**config.mk**
```make
export PLATFORM = sky130hd
export DESIGN_NAME = divchk_sched
export DESIGN_NICKNAME = d
export VERILOG_FILES = /design/src/rtl/divchk_sched.sv
export SDC_FILE = /design/constraint.sdc
export NUM_CORES = 1
export LEC_CHECK = 0
export CORE_ASPECT_RATIO = 1.2
export CORE_MARGIN = 4
export CORE_UTILIZATION = 25
export DETAILED_ROUTE_END_ITERATION = 10
export PLACE_DENSITY = 0.46
export SLEW_MARGIN = 25
export SYNTH_ARGS = -nofsm -noshare
export SYNTH_HDL_FRONTEND = slang
export SYNTH_SLANG_ARGS = --single-unit
```
**constraint.sdc**
```tcl
create_clock -name clk -period 2.3 [get_ports clk]
set_clock_uncertainty 0.05 [all_clocks]
set_input_delay 0.46 -clock clk [delete_from_list [all_inputs] [get_ports clk]]
set_output_delay 0.46 -clock clk [all_outputs]
set_load 0.02 [all_outputs]
```
**src/rtl/divchk_sched.sv**
```systemverilog
// divchk_sched: round-robin scheduler sharing one bit-serial mod-MOD residue checker
module divchk_sched #(
    parameter int NREQ  = 4,
    parameter int WIDTH = 8,
    parameter int MOD   = 4,
    localparam int RW = $clog2(MOD),
    localparam int IW = $clog2(NREQ),
    localparam int CW = $clog2(WIDTH + 1)
) (
    input  logic                  clk,
    input  logic                  rstn,
    input  logic [NREQ-1:0]       req_valid,
    input  logic [NREQ*WIDTH-1:0] req_data,
    output logic [NREQ-1:0]       req_ready,
    output logic                  res_valid,
    input  logic                  res_ready,
    output logic [IW-1:0]         res_id,
    output logic                  res_divisible,
    output logic [RW-1:0]         res_remainder,
    output logic                  busy
);
    typedef enum logic [1:0] {IDLE, SHIFT, RESP} state_t;
    localparam logic [RW:0] MODV = MOD[RW:0];
    state_t state;
    logic [IW-1:0] rr_ptr, grant, cand;
    logic found;
    logic [WIDTH-1:0] shreg;
    logic [RW-1:0] residue, red;
    logic [RW:0] dbl;
    logic [CW-1:0] cnt;

    // round-robin search from rr_ptr; the smallest offset with a valid request wins
    always_comb begin
        grant = '0;
        found = 1'b0;
        cand  = '0;
        for (int k = NREQ - 1; k >= 0; k--) begin
            cand = IW'((int'(rr_ptr) + k) % NREQ);
            if (req_valid[cand]) begin
                grant = cand;
                found = 1'b1;
            end
        end
    end

    // residue doubling plus incoming bit stays below 2*MOD, so one subtract reduces it
    always_comb begin
        dbl = {residue, shreg[WIDTH-1]};
        red = (dbl >= MODV) ? RW'(dbl - MODV) : RW'(dbl);
    end

    assign req_ready = (rstn && state == IDLE && found) ? NREQ'(1) << grant : '0;
    assign res_valid = state == RESP;
    assign busy      = state != IDLE;

    // job sequencing: accept a word, shift WIDTH bits through the residue, hold result until taken
    always_ff @(posedge clk or negedge rstn) begin
        if (!rstn) begin
            state         <= IDLE;
            rr_ptr        <= '0;
            shreg         <= '0;
            residue       <= '0;
            cnt           <= '0;
            res_id        <= '0;
            res_remainder <= '0;
            res_divisible <= 1'b0;
        end else begin
            case (state)
                IDLE: if (found) begin
                    shreg   <= req_data[grant*WIDTH +: WIDTH];
                    residue <= '0;
                    cnt     <= CW'(WIDTH);
                    res_id  <= grant;
                    rr_ptr  <= (grant == IW'(NREQ - 1)) ? '0 : grant + 1'b1;
                    state   <= SHIFT;
                end
                SHIFT: begin
                    residue <= red;
                    shreg   <= shreg << 1;
                    cnt     <= cnt - 1'b1;
                    if (cnt == CW'(1)) begin
                        res_remainder <= red;
                        res_divisible <= red == '0;
                        state         <= RESP;
                    end
                end
                RESP: if (res_ready) state <= IDLE;
                default: state <= IDLE;
            endcase
        end
    end
endmodule

```
# --- After elaboration in Yosys (flattened, before gate mapping) ---
# Index checks and enable logic that the tools add are counted.
totals:
  ff_bits: 23
  in_bits: 39
  out_inout_bits: 11
  word_cells: 67
op_classes:
  addsub: 6
  magnitude_cmp: 5
  eq_ne: 7
  shift: 2
  n_mux: 29
  n_reduce_logical: 10
ops:
  columns: ["cell", "n"]
  rows:
  - ["32-bit by 6-bit variable part select with 8-bit output", 1]
  - ["2-bit 2-to-1 mux", 10]
  - ["8-bit one-hot mux with 2 select lines", 1]
  - ["2-bit by 3-bit < comparator with 1-bit output, second input constant", 4]
  - ["1-bit binary-select mux with 2-bit select", 4]
  - ["1-bit 2-to-1 mux", 8]
  - ["4-bit 2-to-1 mux", 2]
  - ["8-bit 2-to-1 mux", 1]
  - ["4-bit one-hot mux with 2 select lines", 1]
  - ["2-bit one-hot mux with 3 select lines", 1]
  - ["2-bit AND reduction", 3]
  - ["2-bit by 1-bit adder with 2-bit output, second input constant", 2]
  - ["2-bit adder, second input constant", 2]
  - ["2-bit equality test, second input constant", 2]
  - ["4-bit by 1-bit equality test with 1-bit output, second input constant", 1]
  - ["2-bit logical NOT", 2]
  - ["2-bit inequality test, second input constant", 2]
  - ["2-bit one-hot mux with 2 select lines", 1]
  - ["2-bit nonzero test", 2]
  - ["1-bit by 2-bit << shifter with 4-bit output, first input constant", 1]
  - ["4-bit by 1-bit subtractor with 4-bit output, second input constant", 1]
  - ["3-bit >= comparator, second input constant", 1]
  - ["3-bit AND reduction", 1]
  - ["2-bit by 1-bit equality test with 1-bit output, second input constant", 1]
  - ["3 further kinds", 4]

# --- Logic depth before layout (Yosys ltp) ---
logic_depth:
  word_depth: 10
  depth_mapped: 8
  ltp_nobuf: 6

# --- Worst setup path before layout ---
# Ideal clock, no wire load.
synth_path:
  kind: "input-to-output"
  start: "in req_valid[2]"
  end: "out req_ready[0]"
  arrival_ns: 1.680
  slack_ns: 0.110
  stages: 6
  cell_sequence: "or2b_1 a21oi_1 a211oi_2 inv_2 ha_1 and3_1"
synth_between:
  elab_chain_len: 8
  elab_cells_between_ends: 19
  classes_between: "shift (1); mux (17); reduce/logical (1)"
synth_lines:
  columns: ["element", "line_no", "source"]
  rows:
  - ["from (decl)", "12", "input logic [NREQ-1:0] req_valid,"]
  - ["1-bit binary-select mux with 2-bit select", "39", "if (req_valid[cand]) begin"]
  - ["1-bit 2-to-1 mux (implied by the code)", "39", null]
  - ["2-bit 2-to-1 mux (3 in a row)", "39", null]
  - ["2-bit 2-to-1 mux (*)", "39", null]
  - ["via grant[0]", "25", "logic [IW-1:0] rr_ptr, grant, cand;"]
  - ["1-bit by 2-bit << shifter with 4-bit output (*)", "52", "assign req_ready = (rstn && state == IDLE && found) ? NREQ'(1) << grant : '0;"]
  - ["4-bit 2-to-1 mux (*)", "52", null]
  - ["to (decl)", "14", "output logic [NREQ-1:0] req_ready,"]
# Mark *: on every way through the listed nets, which the timed path passes. The rest lies on a longest branch. The select of a mux whose other input is x is not followed.

# --- Final worst setup path ---
layout_path:
  start: "in req_valid[1]"
  end: "out req_ready[2]"
layout_between:
  elab_chain_len: 8
  elab_cells_between_ends: 19
  classes_between: "shift (1); mux (17); reduce/logical (1)"
layout_lines:
  columns: ["element", "line_no"]
  rows:
  - ["1-bit binary-select mux with 2-bit select", "39"]
  - ["1-bit 2-to-1 mux (implied by the code)", "39"]
  - ["2-bit 2-to-1 mux or 1-bit 2-to-1 mux (tied branches) (4 in a row)", "39"]
  - ["1-bit by 2-bit << shifter with 4-bit output or 1-bit logical AND (tied branches)", "52"]
  - ["4-bit 2-to-1 mux (*)", "52"]
# Every way passes the cells marked *; elsewhere a longest branch is shown, timed or not. The select of a mux whose other input is x is not followed.

==> key figures <==
Critical path
  – Reg2Reg Capture Point: shreg[0]
  – Capture point of the critical path: req_ready[2]
  – Reg2reg path depth: 7
  – CP max FO: 7
  – CP required: between 1.5 and 2 ns
  – CP startpoint kind: input port
  – CP arrival: around 1.7 ns
  – Crit path launch: req_valid[1]
  – Crit end category: output pin
  – FF-to-FF Start: rr_ptr[1]
  – R2R setup slack: approximately 0.4 ns
  – Critical path class: in2out

CTS
  – Clk sinks: 22
  – H-tree Lvls: 1
  – Worst-skew pair later-pin latency: 0.26 ns
  – CTS Root Buffer Type: clkbuf_8
  – Worst-path clk slew: 0.08 ns
  – CTS Buffer Depth: 2
  – CTS tree: built
  – CTS Buf Count: 3

Logic synthesis
  – Dominant cell type by area after synthesis: dfrtp_1
  – Mux share of post-synthesis cell area: 0.133
  – Register area share after synthesis: 0.400
  – Largest family of logic cells by synthesized area: simple AND/OR/NAND/NOR gates
  – Syn_area_per_cell: 10.2 sq um
  – Seq cells post-synth: 22
  – Post-synthesis simple-gate area fraction: 0.182
  – Top post-synthesis cells by area: dfrtp_1 (40%), mux2i_1 (12%), ha_1 (5.5%)
  – Adder-Cell Fraction of Synth Area: 0.0546
  – YS warnings: 0
  – Cells after Synth: 135
  – Predominant post-synthesis flop cell: dfrtp_1
  – Post-synth top area share: 0.400
  – Most frequent cell after synthesis: dfrtp_1
  – Cell area after synthesis: 1380 sq um
  – Xor/xnor share of the synthesized area: 0
  – Unique masters post-synth: 37
  – Number of synthesized flops with an enable pin: 0
  – Compound-Gate Fraction of Synth Area: 0.163
  – Syn_nets: 180
  – Post-synth top cells: dfrtp_1 (22), mux2i_1 (16), a21oi_1 (11), and3_1 (11), nand2_1 (11)
  – Asr flop ratio synth: 1.00

Flow run
  – Max-cap violations: 0

Final layout
  – # diodes: 0
  – Storage element area: 551 sq um
  – Filler cells: 516
  – Multi-input logic area: 802 sq um
  – Layout net count: 248
  – Fin area: 2160 sq um
  – Layout cell share with drive strength beyond 1: 0.272
  – Synth-to-layout area growth: 56.9%

Timing
  – Pins Over Slew Limit: 0
  – Final hold vios: 0
  – FMAX: 0.445 GHz
  – Fin crit period: around 2.2 ns
  – Final setup viols: 0
  – Worst slew margin: 0.708
  – Post-route clock period utilization: 0.977
  – Final setup margin: 0.0527 ns
  – RSZ-0062 raised after global routing: true
  – Worst-Margin Slew: 0.438 ns

Power
  – Maximum vdd ir drop: 0.449 mV
  – P per Cell Area: 1040 nW/um^2
  – Total power: 2.25 mW
  – Leak: 0.993 nW

GRT
  – Largest net degree at the start of global routing: 21
  – Vias in the first global route: between 1000 and 1500
  – GRT Util Overall: 0.112
  – Grt total ovfl: 0
  – Initial antenna violation count: 0
  – First-pass GRT wire length: approximately 5.8 mm

Placement
  – Area post-placement: 1990 sq um
  – Final GP Congestion: 0.729
  – Port bufs: 49
  – DP HPWL: 2.80 mm
  – Setup WS pre-CTS: -0.752 ns

Route
  – Drt wl/cell: between 10 and 15 um
  – DRC Markers: 0
  – DRT Pass-1 Iters: 4
  – Via count: 1242
  – WL final: 3.55 mm
  – Routed Antenna Nets: 0
  – Via-per-instance ratio: 4.70
  – DRT iter0 DRCs: 24

Floorplanning
  – Rows: 29
  – Initial core utilization: 0.260
  – Die area: a little under 7000 sq um
  – Core ar.: about 5300 sq um
  – Chip width: 75.7 um
  – Die span in y: between 80 and 90 um
  – # IOs: 50

Worst hold path
  – Hold WC Path Type: reg2reg

Status
  – Status: finished clean
==> sequential cells by signal, indices dropped and copies added (netlist names) <==
name           count
cnt                4
res_remainder      2
res_id             2
rr_ptr             2
residue            1
res_divisible      1
shreg              8
state              2
==> cell type report <==
| cell class | count | area share |
|---|---|---|
| inverter | 9 | 0.0168 |
| timing repair buffer | 69 | 0.295 |
| clock buffer | 4 | 0.0255 |
| tap | 62 | 0.0360 |
| sequential | 22 | 0.255 |
| multi-input combinational | 98 | 0.372 |
==> report_power, final <==
part	internal, mW	switching (mW)
clock network	0.153	0.128
registers	0.559	0.116
logic	0.646	0.647
==> cell usage in the layout, fill, tap and decap left out, drive strengths merged <==
master,synthesis,routed
clkdlybuf4s50,0,41
nor2,3,3
o22ai,1,1
nand2,14,14
a211oi,2,2
nand2b,3,3
nor2b,1,1
nand3,4,4
nor3b,1,1
clkdlybuf4s15,0,1
mux2i,16,16
mux2,2,2
a21o,1,1
ha,6,6
a21oi,11,11
clkbuf,1,5
inv,9,9
o31ai,1,1
and3,11,11
o221ai,8,8
or4,1,1
buf,5,26
nor3,1,1
o21ai,6,6
nor4,1,1
dfrtp,22,22
and2,1,1
or2b,1,1
a21boi,1,1
o22a,1,1
==> how the worst min path moves through the flow <==
stage / start / slack [ns] / cells past startpoint / endpoint
2_1_floorplan: rstn / 0.11 / 0 / cnt[0]
3_3_place_gp: res_divisible / 0.42 / 2 / res_divisible
3_5_place_dp: cnt[3] / 0.42 / 1 / cnt[3]
4_1_cts: cnt[3] / 0.43 / 1 / cnt[3]
5_1_grt: residue[0] / 0.46 / 1 / res_divisible
6_report: cnt[3] / 0.43 / 1 / cnt[3]
==> routing by layer <==
layer  vias to the layer above  global-route usage  part of all wire
met1                       583               0.132              0.41
met4                         0              0.0286             0.011
met3                         4              0.0236             0.043
met5                         -                   0                 0
li1                        624                   -                 -
met2                        31               0.203              0.54
==> critical path, cell delays in order <==
cell,delay [ns]
buf_2,0.12
buf_6,0.11
or4_4,0.54
and2_4,0.21
and3_4,0.17
buf_6,0.12
==> metrics by stage <==
stage                util  hold WS (ns)  std cells  setup TNS [ns]
finish              0.407         0.428        264               0
global route        0.407         0.464        264         -0.0186
CTS                 0.396         0.430        260               0
detailed placement  0.376         0.419        254           -3.29
global placement    0.376         0.418        254           -3.04
floorplan               -         0.114        135               0
==> logic make-up (layout without fill, tap and decap cells) <==
| logic type | Yosys count | in the layout |
|---|---|---|
| adders and majority gates | 6 | 6 |
| AOI/OAI and AO/OA | 32 | 32 |
| muxes | 18 | 18 |
| and+or+nand+nor | 42 | 42 |
| buffers and inverters | 15 | 82 |
| DFF | 22 | 22 |
==> repair_timing <==
item,4_1_cts,5_1_grt
gates resized for setup,44,10
pin swaps,7,5
hold buffers,0,0
endpoints found under the setup margin,4,4
buffers inserted,2,4
Note: power is estimated with default switching activity, not from simulation.
